**src/rtl/framer_pkg.sv**
```systemverilog
// Shared types and constants for the sample framer: frame geometry, state encoding
// and the per-index frame byte selector.
package framer_pkg;

  localparam logic [7:0] DEFAULT_HEADER = 8'hA5;
  localparam int         FRAME_LEN      = 5;
  localparam logic [2:0] LAST_IDX       = 3'(FRAME_LEN - 1);

  typedef enum logic [1:0] {
    IDLE,
    SEND,
    WAIT_ACK,
    WAIT_DONE
  } framer_state_t;

  // Byte idx of a frame; the checksum covers header, seq and both payload bytes.
  function automatic logic [7:0] frame_byte(
    input logic [2:0]  idx,
    input logic [7:0]  header,
    input logic [7:0]  seq,
    input logic [15:0] sample
  );
    logic [7:0] result;
    case (idx)
      3'd0:    result = header;
      3'd1:    result = seq;
      3'd2:    result = sample[15:8];
      3'd3:    result = sample[7:0];
      default: result = header ^ seq ^ sample[15:8] ^ sample[7:0];
    endcase
    return result;
  endfunction

endpackage

```
**src/rtl/sample_fifo.sv**
```systemverilog
// Single-clock FIFO with first-word-fall-through read data. A push into a full
// FIFO is accepted only when a pop happens in the same cycle.
module sample_fifo #(
  parameter int WIDTH = 16,
  parameter int DEPTH = 4
) (
  input  logic                     clk,
  input  logic                     reset,
  input  logic                     push,
  input  logic [WIDTH-1:0]         push_data,
  input  logic                     pop,
  output logic [WIDTH-1:0]         pop_data,
  output logic                     full,
  output logic                     empty,
  output logic [$clog2(DEPTH):0]   level
);

  localparam int PTR_W = $clog2(DEPTH);
  localparam int LVL_W = PTR_W + 1;

  logic [WIDTH-1:0] mem [DEPTH];
  logic [PTR_W-1:0] wr_ptr;
  logic [PTR_W-1:0] rd_ptr;
  logic             do_push;
  logic             do_pop;

  assign full     = (level == LVL_W'(DEPTH));
  assign empty    = (level == '0);
  assign do_pop   = pop && !empty;
  assign do_push  = push && (!full || do_pop);
  assign pop_data = mem[rd_ptr];

  always_ff @(posedge clk) begin
    if (do_push) begin
      mem[wr_ptr] <= push_data;
    end
  end

  // Pointers wrap naturally because DEPTH is a power of two.
  always_ff @(posedge clk) begin
    if (reset) begin
      wr_ptr <= '0;
      rd_ptr <= '0;
      level  <= '0;
    end else begin
      if (do_push) begin
        wr_ptr <= wr_ptr + PTR_W'(1);
      end
      if (do_pop) begin
        rd_ptr <= rd_ptr + PTR_W'(1);
      end
      case ({do_push, do_pop})
        2'b10:   level <= level + LVL_W'(1);
        2'b01:   level <= level - LVL_W'(1);
        default: level <= level;
      endcase
    end
  end

endmodule

```
**src/rtl/sample_framer.sv**
```systemverilog
// Turns averaged sensor samples into 5-byte UART frames: header, sequence number,
// sample high/low bytes and an XOR checksum, buffered through a small FIFO.
module sample_framer
  import framer_pkg::*;
#(
  parameter int         WIDTH  = 16,
  parameter int         DEPTH  = 4,
  parameter logic [7:0] HEADER = DEFAULT_HEADER
) (
  input  logic                   clk,
  input  logic                   reset,
  input  logic [WIDTH-1:0]       sample_in,
  input  logic                   sample_valid,
  input  logic                   tx_busy,
  output logic                   tx_start,
  output logic [7:0]             tx_data,
  output logic                   frame_active,
  output logic                   overflow,
  output logic [$clog2(DEPTH):0] fifo_level
);

  framer_state_t    state_q;
  framer_state_t    state_d;
  logic [WIDTH-1:0] frame_q;
  logic [2:0]       idx_q;
  logic [7:0]       seq_q;
  logic [WIDTH-1:0] fifo_data;
  logic             fifo_full;
  logic             fifo_empty;
  logic             fifo_pop;

  sample_fifo #(
    .WIDTH (WIDTH),
    .DEPTH (DEPTH)
  ) u_fifo (
    .clk       (clk),
    .reset     (reset),
    .push      (sample_valid),
    .push_data (sample_in),
    .pop       (fifo_pop),
    .pop_data  (fifo_data),
    .full      (fifo_full),
    .empty     (fifo_empty),
    .level     (fifo_level)
  );

  always_ff @(posedge clk) begin
    if (reset) begin
      state_q <= IDLE;
    end else begin
      state_q <= state_d;
    end
  end

  always_comb begin
    state_d = state_q;
    case (state_q)
      IDLE:      if (!fifo_empty) state_d = SEND;
      SEND:      state_d = WAIT_ACK;
      WAIT_ACK:  if (tx_busy) state_d = WAIT_DONE;
      WAIT_DONE: if (!tx_busy) state_d = (idx_q == LAST_IDX) ? IDLE : SEND;
      default:   state_d = IDLE;
    endcase
  end

  always_comb begin
    tx_start     = (state_q == SEND);
    frame_active = (state_q != IDLE);
    fifo_pop     = (state_q == IDLE) && !fifo_empty;
  end

  // tx_data is loaded on entry to SEND so it is stable for the whole start cycle
  // and then holds the last sent byte while the UART shifts it out.
  always_ff @(posedge clk) begin
    if (reset) begin
      frame_q  <= '0;
      idx_q    <= '0;
      seq_q    <= '0;
      tx_data  <= '0;
      overflow <= 1'b0;
    end else begin
      if (sample_valid && fifo_full && !fifo_pop) begin
        overflow <= 1'b1;
      end
      case (state_q)
        IDLE: begin
          if (!fifo_empty) begin
            frame_q <= fifo_data;
            idx_q   <= '0;
            tx_data <= HEADER;
          end
        end
        WAIT_DONE: begin
          if (!tx_busy) begin
            if (idx_q == LAST_IDX) begin
              seq_q <= seq_q + 8'd1;
            end else begin
              idx_q   <= idx_q + 3'd1;
              tx_data <= frame_byte(idx_q + 3'd1, HEADER, seq_q, frame_q);
            end
          end
        end
        default: begin
        end
      endcase
    end
  end

endmodule
```
**config.mk**
```make
export PLATFORM = sky130hd
export DESIGN_NAME = sample_framer
export DESIGN_NICKNAME = d
export VERILOG_FILES = /design/src/rtl/framer_pkg.sv /design/src/rtl/sample_fifo.sv /design/src/rtl/sample_framer.sv
export SDC_FILE = /design/constraint.sdc
export NUM_CORES = 1
export LEC_CHECK = 0
export CAP_MARGIN = 10
export CORE_MARGIN = 1
export CORE_UTILIZATION = 58
export CTS_CLUSTER_SIZE = 16
export DETAILED_ROUTE_END_ITERATION = 8
export GPL_TIMING_DRIVEN = 0
export PLACE_DENSITY = 0.79
export REMOVE_ABC_BUFFERS = 1
export SLEW_MARGIN = 20
export SYNTH_ARGS = -nofsm -noshare
export SYNTH_HDL_FRONTEND = slang
export SYNTH_HIERARCHICAL = 1
export SYNTH_SLANG_ARGS = --single-unit
```
**constraint.sdc**
```tcl
create_clock -name clk -period 3.9 [get_ports clk]
set_input_delay 0.78 -clock clk [delete_from_list [all_inputs] [get_ports clk]]
set_output_delay 0.78 -clock clk [all_outputs]
set_load 0.02 [all_outputs]
```
* Word-level counts from Yosys, hierarchy flattened
Memories as Yosys holds them, arrays and structs flattened. A register that Yosys moved wholly into a read port is not among the register bits.
Cells that the tools add are included.
** Operators by class
- Add/sub/neg operators :: 6
- Equality and inequality tests :: 14
- Muxes and demuxes :: 17
- Bitwise logic cells :: 5
- Reductions and logical operators :: 19
** Operator list (count)
- $pmux W8 S4 :: 1
- $mux W8 :: 3
- $pmux W8 S2 :: 1
- $xor A8 B8 Y8 :: 2
- $pmux W3 S2 :: 2
- $mux W3 :: 3
- $add A8 B1 Y8 const B :: 1
- $ne A2 B2 Y1 const B :: 4
- $pmux W2 S4 :: 1
- $add A3 B1 Y3 const B :: 2
- $eq A2 B2 Y1 const B :: 3
- $eq A3 B2 Y1 const B :: 2
- $eq A3 B3 Y1 const B :: 2
- $logic_not A3 Y1 :: 2
- $mux W2 :: 3
- $reduce_and A3 Y1 :: 2
- $reduce_bool A2 Y1 :: 3
- $logic_and A1 B1 Y1 :: 5
- $add A2 B1 Y2 const B :: 2
- $eq A2 B1 Y1 const B :: 2
- $not A4 Y4 :: 1
- $reduce_and A4 Y1 :: 1
- $eq A3 B1 Y1 const B :: 1
- $logic_not A1 Y1 :: 3
- other kinds (6) :: 9
** Storage, ports and cells
- Flip-flop bits (word level) :: 29
- Bits in writable memories :: 64
- Memories kept :: 1
** Memory list
- u_fifo.mem :: depth 4, width 16, rd ports 1, clocked after Yosys merged registers in 1, write ports 1, line sample_fifo.sv:21 : logic [WIDTH-1:0] mem [DEPTH];

* Longest topological paths before layout
- Word-level depth :: 8
- Gate-level depth with buffers :: 13
- Mapped depth without buffers :: 10

* Modules after synthesis
Netlist, hierarchy kept.
** By module, submodules not included
- sample_fifo :: instances 1, cells an instance 150, area an instance 2872.8 um2, seq. area each 2102.0 um2
- sample_framer :: instances 1, cells an instance 239, area an instance 1994.4 um2, seq. area each 760.7 um2

* Least setup slack after synthesis
OpenSTA, ideal clock, no wires.
- Kind :: flip-flop to flip-flop
- Start :: register u_fifo.level[2]
- End :: register u_fifo.level[1]
- Library setup time :: 95 ps
- Data arrival time :: 2746 ps
- Required time :: 3805 ps
- Path slack :: 1059 ps
- Cell stages (with the launch flop) :: 14
- Path buffers :: 4
- Cell sequence :: dfxtp_1 buf_2 nor3_1 nand2b_1 buf_2 clkinv_1 buf_1 buf_2 o31ai_1 nand2b_1 fa_1 inv_1 o2111ai_1 a221oi_1
** On the way
- Cells in the longest elaborated chain, start to end :: 8
- Elaborated cells between the ends (all ways) :: 12
- Classes of those cells :: eq/ne: 3; mux: 1; reduce/logical: 8
** RTL lines
- start, declared :: line sample_fifo.sv:15 : output logic [$clog2(DEPTH):0] level
- start signal, assigned :: line sample_fifo.sv:53 : 2'b10: level <= level + LVL_W'(1);
- start signal, assigned :: line sample_fifo.sv:54 : 2'b01: level <= level - LVL_W'(1);
- start signal, assigned :: line sample_fifo.sv:55 : default: level <= level;
- $logic_not A3 Y1 * :: line sample_fifo.sv:28 : assign empty = (level == '0);
- via fifo_empty :: line sample_framer.sv:29 : logic fifo_empty;
- $logic_not A1 Y1 * :: line sample_framer.sv:69 : fifo_pop = (state_q == IDLE) && !fifo_empty;
- $logic_and A1 B1 Y1 * :: line sample_framer.sv:69
- via fifo_pop :: line sample_framer.sv:30 : logic fifo_pop;
- $logic_and A1 B1 Y1 * :: line sample_fifo.sv:29 : assign do_pop = pop && !empty;
- $logic_or A1 B1 Y1 :: line sample_fifo.sv:30 : assign do_push = push && (!full || do_pop);
- $logic_and A1 B1 Y1 :: line sample_fifo.sv:30
- $eq A2 B1 Y1 or $eq A2 B2 Y1 (tied branches) :: line sample_fifo.sv:52 : case ({do_push, do_pop})
- $pmux W3 S2 or $reduce_bool A2 Y1 (tied branches)
The timed path passes the listed nets; every way through them passes the cells marked *.
A chain may end at the register's enable or synchronous reset.

* Worst setup path in the final report
- Start :: register u_fifo.level[2]
- End :: memory u_fifo.mem[1][10] (enable)
** On the way
- Cells in the longest elaborated chain, start to end :: 8
- Elaborated cells between the ends (all ways) :: 10
- Classes of those cells :: eq/ne: 1; mux: 2; reduce/logical: 7
** RTL lines
- $logic_not A3 Y1 * :: line sample_fifo.sv:28
- via fifo_empty :: line sample_framer.sv:29
- $logic_not A1 Y1 * :: line sample_fifo.sv:29, sample_framer.sv:69
- $logic_and A1 B1 Y1 :: line sample_framer.sv:69
- $logic_and A1 B1 Y1 * :: line sample_fifo.sv:29
- $logic_or A1 B1 Y1 * :: line sample_fifo.sv:30
- $logic_and A1 B1 Y1 * :: line sample_fifo.sv:30
- $mux W1 * :: line sample_fifo.sv:34 : if (do_push) begin
- $mux W1 (implied by the code) * :: line sample_fifo.sv:35 : mem[wr_ptr] <= push_data;
- end, declared :: line sample_fifo.sv:21
Marks and branches as above.

==> flow_metrics.env <==
export IMPL_grt_use_total_pct=21.96
export IMPL_syn_inst=389
export IMPL_fin_cells=520
export IMPL_layout_drive_gt1_share_pct=10.36
export IMPL_max_stage_delay_ns=0.66
export IMPL_synth_edf_count=64
export IMPL_placed_area_mm2=0.005228
export IMPL_initial_core_util_pct=59.53
export IMPL_hp_class="reg -> reg"
export IMPL_synth_warnings=6
export IMPL_routedWlPerCell_um=16.62
export IMPL_cts_buffers=9
export IMPL_dpl_cell_count=503
export IMPL_pin_count=34
export IMPL_synth_cell_types=54
export IMPL_ys_ff_latch=111
export IMPL_cp_slowest_cell="nand2b_1"
export IMPL_worstSetupPathType="reg -> reg"
export IMPL_post_dp_hpwl_mm=5.669
export IMPL_required_ns=3.92
export IMPL_regToRegSetupSlack_ns=0.46
export IMPL_grt_max_degree=29
export IMPL_setup_viol=0
export IMPL_cp_max_fo=19
export IMPL_worstSetupEndpointType="register"
export IMPL_post_cts_resized=0
export IMPL_cts_htree_levels=3
export IMPL_worstSetupStartpointType="register"
export IMPL_drt_iter0_drc=193
export IMPL_dr_total_vias=3054
export IMPL_die_area_mm2=0.008762
export IMPL_cts_sinks=111
export IMPL_cp_endpoint="u_fifo/mem[1][10]"
export IMPL_period_minus_slack_ns=3.444
export IMPL_coreArea_mm2=0.008175
export IMPL_syn2layout_area_growth_pct=11.98
export IMPL_clock_path_buffers=2
export IMPL_gr_total_overflow=0
export IMPL_post_cts_setup_buffers=0
export IMPL_ctsHoldBuffers=0
export IMPL_clk_latency_ns=0.38
export IMPL_fin_worst_skew_ns=0.008186
export IMPL_setup_tns_final_ns=0
export IMPL_ys_flop_type="edfxtp_1"
export IMPL_nets=446
export IMPL_status="complete, no violations"
export IMPL_post_route_cell_area_mm2=0.005450
export IMPL_crit_arrival_ns=3.46
export IMPL_post_route_period_util_pct=88.31
export IMPL_maxCapViolCount=0
export IMPL_max_vdd_ir_drop_uv=308.0
export IMPL_relSlewSlack_pct=42.58
export IMPL_path_cells="nor3_1 > nand2b_1 > clkinvlp_4 > or4b_4 > and3_1"
export IMPL_antenna_found_initial=0
export IMPL_p_per_area_mw_per_mm2=502.3
export IMPL_finalHoldViolCount=0
export IMPL_path_clk_slew_ns=0.11
export IMPL_netlist_area_mm2=0.004867
export IMPL_drc=0
export IMPL_io_buffers=33
export IMPL_gp_congestion=0.7996
export IMPL_cts_tree="yes"
export IMPL_row_count=33
export IMPL_rsz0062_at_grt="false"
export IMPL_ant_nets=0
export IMPL_fmax_mhz=290.4
export IMPL_r2r_end="u_fifo/mem[1][10]"
export IMPL_async_flop_share_pct=0
export IMPL_synth_seq_area_share_pct=58.82
export IMPL_dr_pass1_iters=4
export IMPL_slew_violations=0
export IMPL_r2r_cells=5
export IMPL_startpoint="u_fifo/level[2]"
export IMPL_power_leakage_uw=0.001839
export IMPL_grt_first_pass_wirelength_mm=14.50
export IMPL_clockRootBuffer="clkbuf_8"
export IMPL_tightestPinTransition_ns=0.8613
export IMPL_die_h_um=93.61
export IMPL_r2r_start="u_fifo/level[2]"
export IMPL_n_antenna_cell=0
export IMPL_synth_area_per_cell_um2=12.51
export IMPL_wl_mm=8.644
export IMPL_viasPerCell=5.873
export IMPL_grt_pass1_vias=2989
export IMPL_die_w_um=93.61
critical path: cells and delay by family, from the launching register on:
| kind | cells | cell delay [ns] |
|---|---|---|
| buf+inv | 1 | 0.51 |
| simple gates | 4 | 2.14 |
| flops | 1 | 0.43 |
through the flow:
stage,hold WS [ns],power (uW),setup slack (ns),utilization (%)
final,0.4866,2738,0.4560,66.67
after global placement,0.4578,2019,0.2056,63.67
after CTS,0.4952,2756,0.03513,66.54
after detailed placement,0.4681,2049,0.06249,63.94
after floorplan,0.4545,1837,0.8877,-
after global routing,0.5277,2891,0.09916,66.67
sequential cells by signal (all words and copies together), names as in the netlist, named ones only:
signal and count:
frame_q 16, tx_data 8, overflow 1, u_fifo/wr_ptr 2, idx_q 3, u_fifo/level 3, seq_q 8, u_fifo/rd_ptr 2
u_fifo/mem 64, state_q 2
synthesized netlist by cell type (4+ instances only):
master / n / area (um^2)
nand2b_1: 4 / 25.02
xnor2_1: 13 / 113.9
and3_1: 5 / 31.28
nor2_1: 21 / 78.83
a211oi_1: 6 / 45.04
edfxtp_1: 64 / 1922
nor3_1: 9 / 45.04
nand3_1: 5 / 25.02
clkbuf_1: 12 / 45.04
nand2_1: 39 / 146.4
mux4_2: 16 / 360.4
ha_1: 15 / 187.7
a222oi_1: 4 / 40.04
o21ai_0: 7 / 35.03
inv_1: 14 / 52.55
a22oi_1: 5 / 37.54
xor2_1: 12 / 105.1
buf_2: 6 / 30.03
dfxtp_1: 47 / 940.9
a21oi_1: 30 / 150.1
where the power goes:
| group | total, uW | internal (uW) | switching, uW |
|---|---|---|---|
| clock | 707 | 265 | 442 |
| combinational | 599 | 258 | 340 |
| sequential | 1430 | 1340 | 87.5 |
| total | 2740 | 1870 | 870 |
cells by family (layout without fill, tap and decap cells):
family                     count (synthesis)  after routing  synth area share [%]
xor gates and xnor gates                  25             25                 4.499
adders and majority gates                 16             16                 4.267
buffers and inverters                     40             66                 3.702
DFF                                      111            111                 58.82
AOI/OAI and AO/OA                         75             75                 10.54
and+or+nand+nor                          104            104                 10.33
muxes                                     18             18                 7.841
final cells by class:
type	count	area, um^2
tap	105	131.4
clock buffer	9	123.9
inverter	15	60.06
timing repair inverter	1	5.005
clock inverter	7	88.84
sequential	111	2864
timing repair buffer	34	352.8
multi-input combinational	238	1824
fill	597	2725
per-layer routing:
layer	GRT usage, %	part of all wire (%)	vias to the layer above
met2	35.97	49	61
met1	29.11	46	1511
met3	5.203	3.5	10
met4	6.795	1.2	0
met5	0	0	-
li1	-	-	1472
worst min path at each step:
stage / cells after the start / start / endpoint
2_1_floorplan: 2 / frame_q[0] / frame_q[0]
3_3_place_gp: 2 / overflow / overflow
3_5_place_dp: 2 / overflow / overflow
4_1_cts: 2 / overflow / overflow
5_1_grt: 2 / frame_q[5] / frame_q[5]
6_report: 2 / overflow / overflow
cell usage in the layout (no fill, tap or decap), types with 5 or more instances in the layout:
cell type	netlist	final
edfxtp_1	64	64
dfxtp_1	47	46
nand2_1	39	39
clkdlybuf4s50_1	0	32
a21oi_1	30	30
nor2_1	21	21
mux4_2	16	16
ha_1	15	15
inv_1	14	14
xnor2_1	13	13
xor2_1	12	12
nor3_1	9	9
clkbuf_8	0	9
o21ai_0	7	7
a211oi_1	6	6
a22oi_1	5	5
nand3_1	5	5
and3_1	5	5
Power figures use the tool's default switching activity.
